`config.mk`:
```
export PLATFORM = sky130hd
export DESIGN_NAME = exc_flush_ctrl
export DESIGN_NICKNAME = d
export VERILOG_FILES = /design/src/rtl/exc_flush_ctrl_pkg.sv /design/src/rtl/exc_flush_ctrl_cp0_timer.sv /design/src/rtl/exc_flush_ctrl.sv
export SDC_FILE = /design/constraint.sdc
export NUM_CORES = 1
export LEC_CHECK = 0
export ABC_AREA = 1
export BUFFER_PORTS_ARGS = -buffer_cell sky130_fd_sc_hd__buf_2
export CAP_MARGIN = 20
export CORE_MARGIN = 4
export CORE_UTILIZATION = 50
export DETAILED_ROUTE_END_ITERATION = 6
export PLACE_DENSITY_LB_ADDON = 0.08
export SYNTH_ARGS = -nofsm -noshare
export SYNTH_HDL_FRONTEND = slang
export SYNTH_SLANG_ARGS = --single-unit
```
`constraint.sdc`:
```
create_clock -name clk -period 4.5 [get_ports clk]
set_input_delay 0 -clock clk [delete_from_list [all_inputs] [get_ports clk]]
set_output_delay 0 -clock clk [all_outputs]
set_load 0.05 [all_outputs]
```
`src/rtl/exc_flush_ctrl_pkg.sv`:
```
// Shared constants for the WB-boundary exception sequencer: vectors, ExcCodes,
// FSM encoding and CP0 register numbers.
package exc_flush_ctrl_pkg;

  localparam logic [31:0] EXC_VECTOR_DEF = 32'hBFC0_0380;
  localparam int          CNT_DIV_DEF    = 2;

  localparam logic [4:0] EX_INT  = 5'd0;
  localparam logic [4:0] EX_ADEL = 5'd4;
  localparam logic [4:0] EX_ADES = 5'd5;
  localparam logic [4:0] EX_SYS  = 5'd8;
  localparam logic [4:0] EX_BP   = 5'd9;
  localparam logic [4:0] EX_RI   = 5'd10;
  localparam logic [4:0] EX_OV   = 5'd12;

  localparam logic [4:0] CP0_COUNT   = 5'd9;
  localparam logic [4:0] CP0_COMPARE = 5'd11;
  localparam logic [4:0] CP0_STATUS  = 5'd12;
  localparam logic [4:0] CP0_CAUSE   = 5'd13;
  localparam logic [4:0] CP0_EPC     = 5'd14;

  typedef enum logic {
    S_IDLE  = 1'b0,
    S_REDIR = 1'b1
  } state_t;

  function automatic logic int_pending_f(input logic ie, input logic exl,
                                         input logic [7:0] im, input logic [7:0] ip);
    return ie & ~exl & (|(im & ip));
  endfunction

endpackage

```
`src/rtl/exc_flush_ctrl_cp0_timer.sv`:
```
// CP0 Count/Compare timer: Count advances once every CNT_DIV clocks and a
// Count==Compare hit on a tick raises a sticky timer interrupt.
module exc_flush_ctrl_cp0_timer #(
  parameter int CNT_DIV = 2
) (
  input  logic        clk,
  input  logic        reset,
  input  logic        count_we,
  input  logic        cmp_we,
  input  logic [31:0] wdata,
  output logic [31:0] count,
  output logic [31:0] compare,
  output logic        ti
);

  localparam int            DW       = (CNT_DIV > 1) ? $clog2(CNT_DIV) : 1;
  localparam logic [DW-1:0] DIV_LAST = DW'(CNT_DIV - 1);

  logic [DW-1:0] div;
  logic          tick;

  assign tick = (div == DIV_LAST);

  always_ff @(posedge clk) begin
    if (reset) begin
      div     <= '0;
      count   <= '0;
      compare <= '0;
      ti      <= 1'b0;
    end else begin
      // A software write to Count restarts the prescaler and beats the tick.
      if (count_we) begin
        count <= wdata;
        div   <= '0;
      end else if (tick) begin
        count <= count + 32'd1;
        div   <= '0;
      end else begin
        div <= div + DW'(1);
      end

      if (cmp_we) begin
        compare <= wdata;
        ti      <= 1'b0;
      end else if (tick && (count == compare)) begin
        ti <= 1'b1;
      end
    end
  end

endmodule

```
`src/rtl/exc_flush_ctrl.sv`:
```
// Exception/ERET commit sequencer at WB: strobes CP0, flushes the pipe and
// hands the redirect target to IF; also hosts the CP0 timer.
//   state   | meaning
//   S_IDLE  | watching WB for interrupt / exception / ERET commit
//   S_REDIR | flush held, redirect offered to IF until accepted
module exc_flush_ctrl
  import exc_flush_ctrl_pkg::*;
#(
  parameter logic [31:0] EXC_VECTOR = EXC_VECTOR_DEF,
  parameter int          CNT_DIV    = CNT_DIV_DEF
) (
  input  logic        clk,
  input  logic        reset,
  input  logic        ws_valid,
  input  logic        ws_ex,
  input  logic [4:0]  ws_excode,
  input  logic        ws_bd,
  input  logic [31:0] ws_pc,
  input  logic        ws_eret,
  input  logic        status_ie,
  input  logic        status_exl,
  input  logic [7:0]  status_im,
  input  logic [7:0]  cause_ip,
  input  logic [31:0] cp0_epc,
  input  logic        mtc0_count_we,
  input  logic        mtc0_cmp_we,
  input  logic [31:0] mtc0_wdata,
  output logic        exc_commit,
  output logic [4:0]  exc_code,
  output logic        exc_bd,
  output logic [31:0] exc_pc,
  output logic        eret_commit,
  output logic        flush,
  output logic        redirect_valid,
  output logic [31:0] redirect_pc,
  input  logic        redirect_ready,
  output logic [31:0] count,
  output logic [31:0] compare,
  output logic        cause_ti
);

  state_t      state, state_nxt;
  logic        int_pending;
  logic        take;
  logic [31:0] take_target;

  assign int_pending = int_pending_f(status_ie, status_exl, status_im, cause_ip);
  assign exc_code    = int_pending ? EX_INT : ws_excode;
  assign exc_bd      = ws_bd;
  assign exc_pc      = ws_pc;

  always_comb begin
    state_nxt      = state;
    exc_commit     = 1'b0;
    eret_commit    = 1'b0;
    flush          = 1'b0;
    redirect_valid = 1'b0;
    take           = 1'b0;
    take_target    = EXC_VECTOR;
    case (state)
      S_IDLE: begin
        if (ws_valid && (int_pending || ws_ex)) begin
          exc_commit = 1'b1;
          take       = 1'b1;
        end else if (ws_valid && ws_eret) begin
          eret_commit = 1'b1;
          take        = 1'b1;
          take_target = cp0_epc;
        end
        flush = take;
        if (take) state_nxt = S_REDIR;
      end
      S_REDIR: begin
        flush          = 1'b1;
        redirect_valid = 1'b1;
        if (redirect_ready) state_nxt = S_IDLE;
      end
      default: state_nxt = S_IDLE;
    endcase
  end

  always_ff @(posedge clk) begin
    if (reset) begin
      state       <= S_IDLE;
      redirect_pc <= '0;
    end else begin
      state <= state_nxt;
      if (take) redirect_pc <= take_target;
    end
  end

  exc_flush_ctrl_cp0_timer #(.CNT_DIV(CNT_DIV)) u_timer (
    .clk      (clk),
    .reset    (reset),
    .count_we (mtc0_count_we),
    .cmp_we   (mtc0_cmp_we),
    .wdata    (mtc0_wdata),
    .count    (count),
    .compare  (compare),
    .ti       (cause_ti)
  );

endmodule
```
==> impl_metrics.json <==
{
  "outcome": "finished clean",
  "wirelength_um": 17400,
  "netlist_area_um2": 5480,
  "grt_max_degree": 53,
  "yosys.area.top_type": "dfxtp_1",
  "synthToLayoutAreaGrowth_pct": 31.3,
  "seqPwrFrac": 0.437,
  "drt.antenna.violating_nets": 0,
  "peakVddDrop_v": 0.000301,
  "drc": 0,
  "synthCells": 830,
  "min_to": "exc_pc[14]",
  "cts.clk_slew.worst_paths_ns": 0.09,
  "finalClockSkew_ns": 0.0102,
  "path_cells": "nor2_1, inv_1, nor2_2, buf_4, buf_2",
  "drive_above_1_share": 0.236,
  "die_w_um": 113,
  "synth-edff-count": 0,
  "post_cts_resized": 0,
  "pre_cts_slack_ns": 2.69,
  "timing.rr.end": "redirect_pc[1]",
  "cts_tree": "yes",
  "cp_num_buf_inv": 3,
  "finalCritPeriodShare": 0.472,
  "critPathLaunchType": "flop",
  "synthFlopType": "dfxtp_1",
  "end_kind": "primary output",
  "core_area_um2": 10500,
  "antenna_found_initial": 0,
  "dieArea_um2": 12700,
  "rows": 37,
  "synth_cell_types": 35,
  "wire_per_inst_um": 14.7,
  "r2r_slack_ns": 2.68,
  "crit_fanout": 33,
  "hold_start": "ws_pc[14]",
  "ios": 267,
  "vias_per_cell": 5.09,
  "max_slew_margin": 0.324,
  "slowest_delay_ns": 0.41,
  "synth_top_area_frac": 0.362,
  "holdCritPathClass": "in -> out",
  "fmax_ghz": 0.471,
  "cts-root-buf": "clkbuf_8",
  "async_flop_share": 0,
  "p_switching_uw": 774,
  "tns_ns": 0,
  "clockPowerShare": 0.305,
  "die_y_um": 113,
  "drtIter0Drc": 524,
  "final_common_cell": "buf_2",
  "grt.busiest_layer": "met2",
  "layout_common_cells": "buf_2, nand2_1, inv_1",
  "dr.pass1.iters": 5,
  "post-route-min-period_ns": 2.12,
  "syn_avg_cell_area_um2": 6.60,
  "cts.sinks": 99,
  "slew_viol_final": 0,
  "switching_share": 0.343,
  "cp_data_arrival_time_ns": 2.12,
  "crit_type": "reg -> out",
  "grt-ovfl-total": 0,
  "postCtsSetupRepairBufs": 0,
  "reg2regPathDepth": 6,
  "grt_pass1_wl_um": 27900,
  "grt.total_usage": 0.266,
  "worstPathRequired_ns": 4.50,
  "numCtsBuffers": 9,
  "insertion_delay_ns": 0.38,
  "cp_slowest_cell": "inv_1",
  "reg2reg_from": "state",
  "dp_hpwl_um": 12400,
  "comb_power_share": 0.258,
  "gr-usage-met1": 0.329,
  "grtUsageMet3": 0.0528,
  "yosysSeqAreaShare": 0.362,
  "yosys_warnings": 0,
  "cts_buffer_depth": 2,
  "max-cap-violations": 0,
  "netlist_top_cells_area": "dfxtp_1, nand2_1, inv_1",
  "whs_path_depth": 0,
  "power_leakage_uw": 0.00347,
  "hold_viol": 0,
  "fin_ws_ns": 2.38,
  "worst_pin_slew_ns": 1.01,
  "io_buffers": 200,
  "p_int_uw": 1480,
  "grt_pass1_vias": 5571,
  "critPathTopFamily": "buffers and inverters",
  "setup_viol": 0,
  "start_util": 0.521,
  "antenna_cells": 0,
  "vias": 6015,
  "use_met2": 0.468,
  "htreeDepth": 3,
  "pwr_density_cell_nw_per_um2": 314,
  "rsz0062_at_grt": "no",
  "ys_seq_elements": 99,
  "final_nets": 1169,
  "syn_nets": 959,
  "routabilityCongestion": 0.958
}
## worst max path at each step
stage                      from                end  slack [ns]  cells after the start
2_1_floorplan  u_timer.count[0]  u_timer.count[16]        2.63                      8
3_3_place_gp       status_im[5]    redirect_pc[11]        2.63                     10
3_5_place_dp      mtc0_count_we   u_timer.count[1]        2.69                      7
4_1_cts                   state        eret_commit        2.38                      5
5_1_grt                   state        eret_commit        2.20                      5
6_report                  state        eret_commit        2.38                      5
## power by group through the flow
stage                     Clock (µW)  Combinational [µW]  Sequential (µW)
after floorplan                    0                 282             1180
after global placement             0                 529             1010
after detailed placement           0                 535             1010
after CTS                        703                 580              986
after global routing             735                 626              996
final                            690                 582              987
## cells in the mapped netlist, types with 2 or more instances
cell type	instances
inv_2	4
nor3_1	9
buf_4	33
o21ai_0	41
a31oi_1	7
nand2_2	4
buf_2	9
nor2_1	75
o22ai_1	2
clkbuf_1	22
nand4_1	11
inv_1	110
nand3_2	4
nor2_2	4
xnor2_1	9
a22oi_1	23
a21oi_1	68
nor2_4	5
nand3_1	82
xor2_1	6
nor3_2	2
clkbuf_2	2
buf_1	4
dfxtp_1	99
nand2_1	185
## through the flow
stage	area, µm²	total power (µW)	util	std cells	hold WS, ns
floorplan	5480	1460	-	830	0.135
global placement	6270	1530	0.596	1099	0.000341
detailed placement	6290	1540	0.599	1100	0.000341
CTS	7190	2270	0.684	1181	0.000341
global route	7190	2360	0.684	1181	0.0000788
finish	7190	2260	0.684	1181	0.0000220
## flip-flops by register name, indices dropped and copies added, names as in the netlist
| name | count |
|---|---|
| u_timer.div | 1 |
| u_timer.compare | 32 |
| state | 1 |
| redirect_pc | 32 |
| u_timer.count | 32 |
| u_timer.ti | 1 |
## metal layers
| metal | up-vias | part of all wire |
|---|---|---|
| li1 | 3050 | - |
| met1 | 2729 | 0.43 |
| met2 | 206 | 0.49 |
| met3 | 30 | 0.067 |
| met4 | 0 | 0.015 |
| met5 | - | 0 |
## layout make-up
type                    instances  area (µm²)
clock buffers                  10         128
clock inverters                 6         114
fillers                       965        3320
inverters                     114         428
multi-input cells             546        2660
flip-flops and latches         99        1980
well taps                     136         170
repair buffers                270        1710
## timing repair
item | CTS | global route
hold buffers | 65 | 0
setup endpoints to repair | 0 | 0
hold endpoints to repair | 97 | 0
## kinds of logic (layout without fill, tap and decap cells)
group           count (synthesis)  in the layout  share of synthesized area
simple gates                  385            385                      0.312
buf+inv                       185            400                      0.153
compound gates                145            145                      0.147
flops                          99             99                      0.362
xor+xnor                       15             15                     0.0240
fa+ha+maj                       1              1                    0.00228
Power figures use the tool's default switching activity.
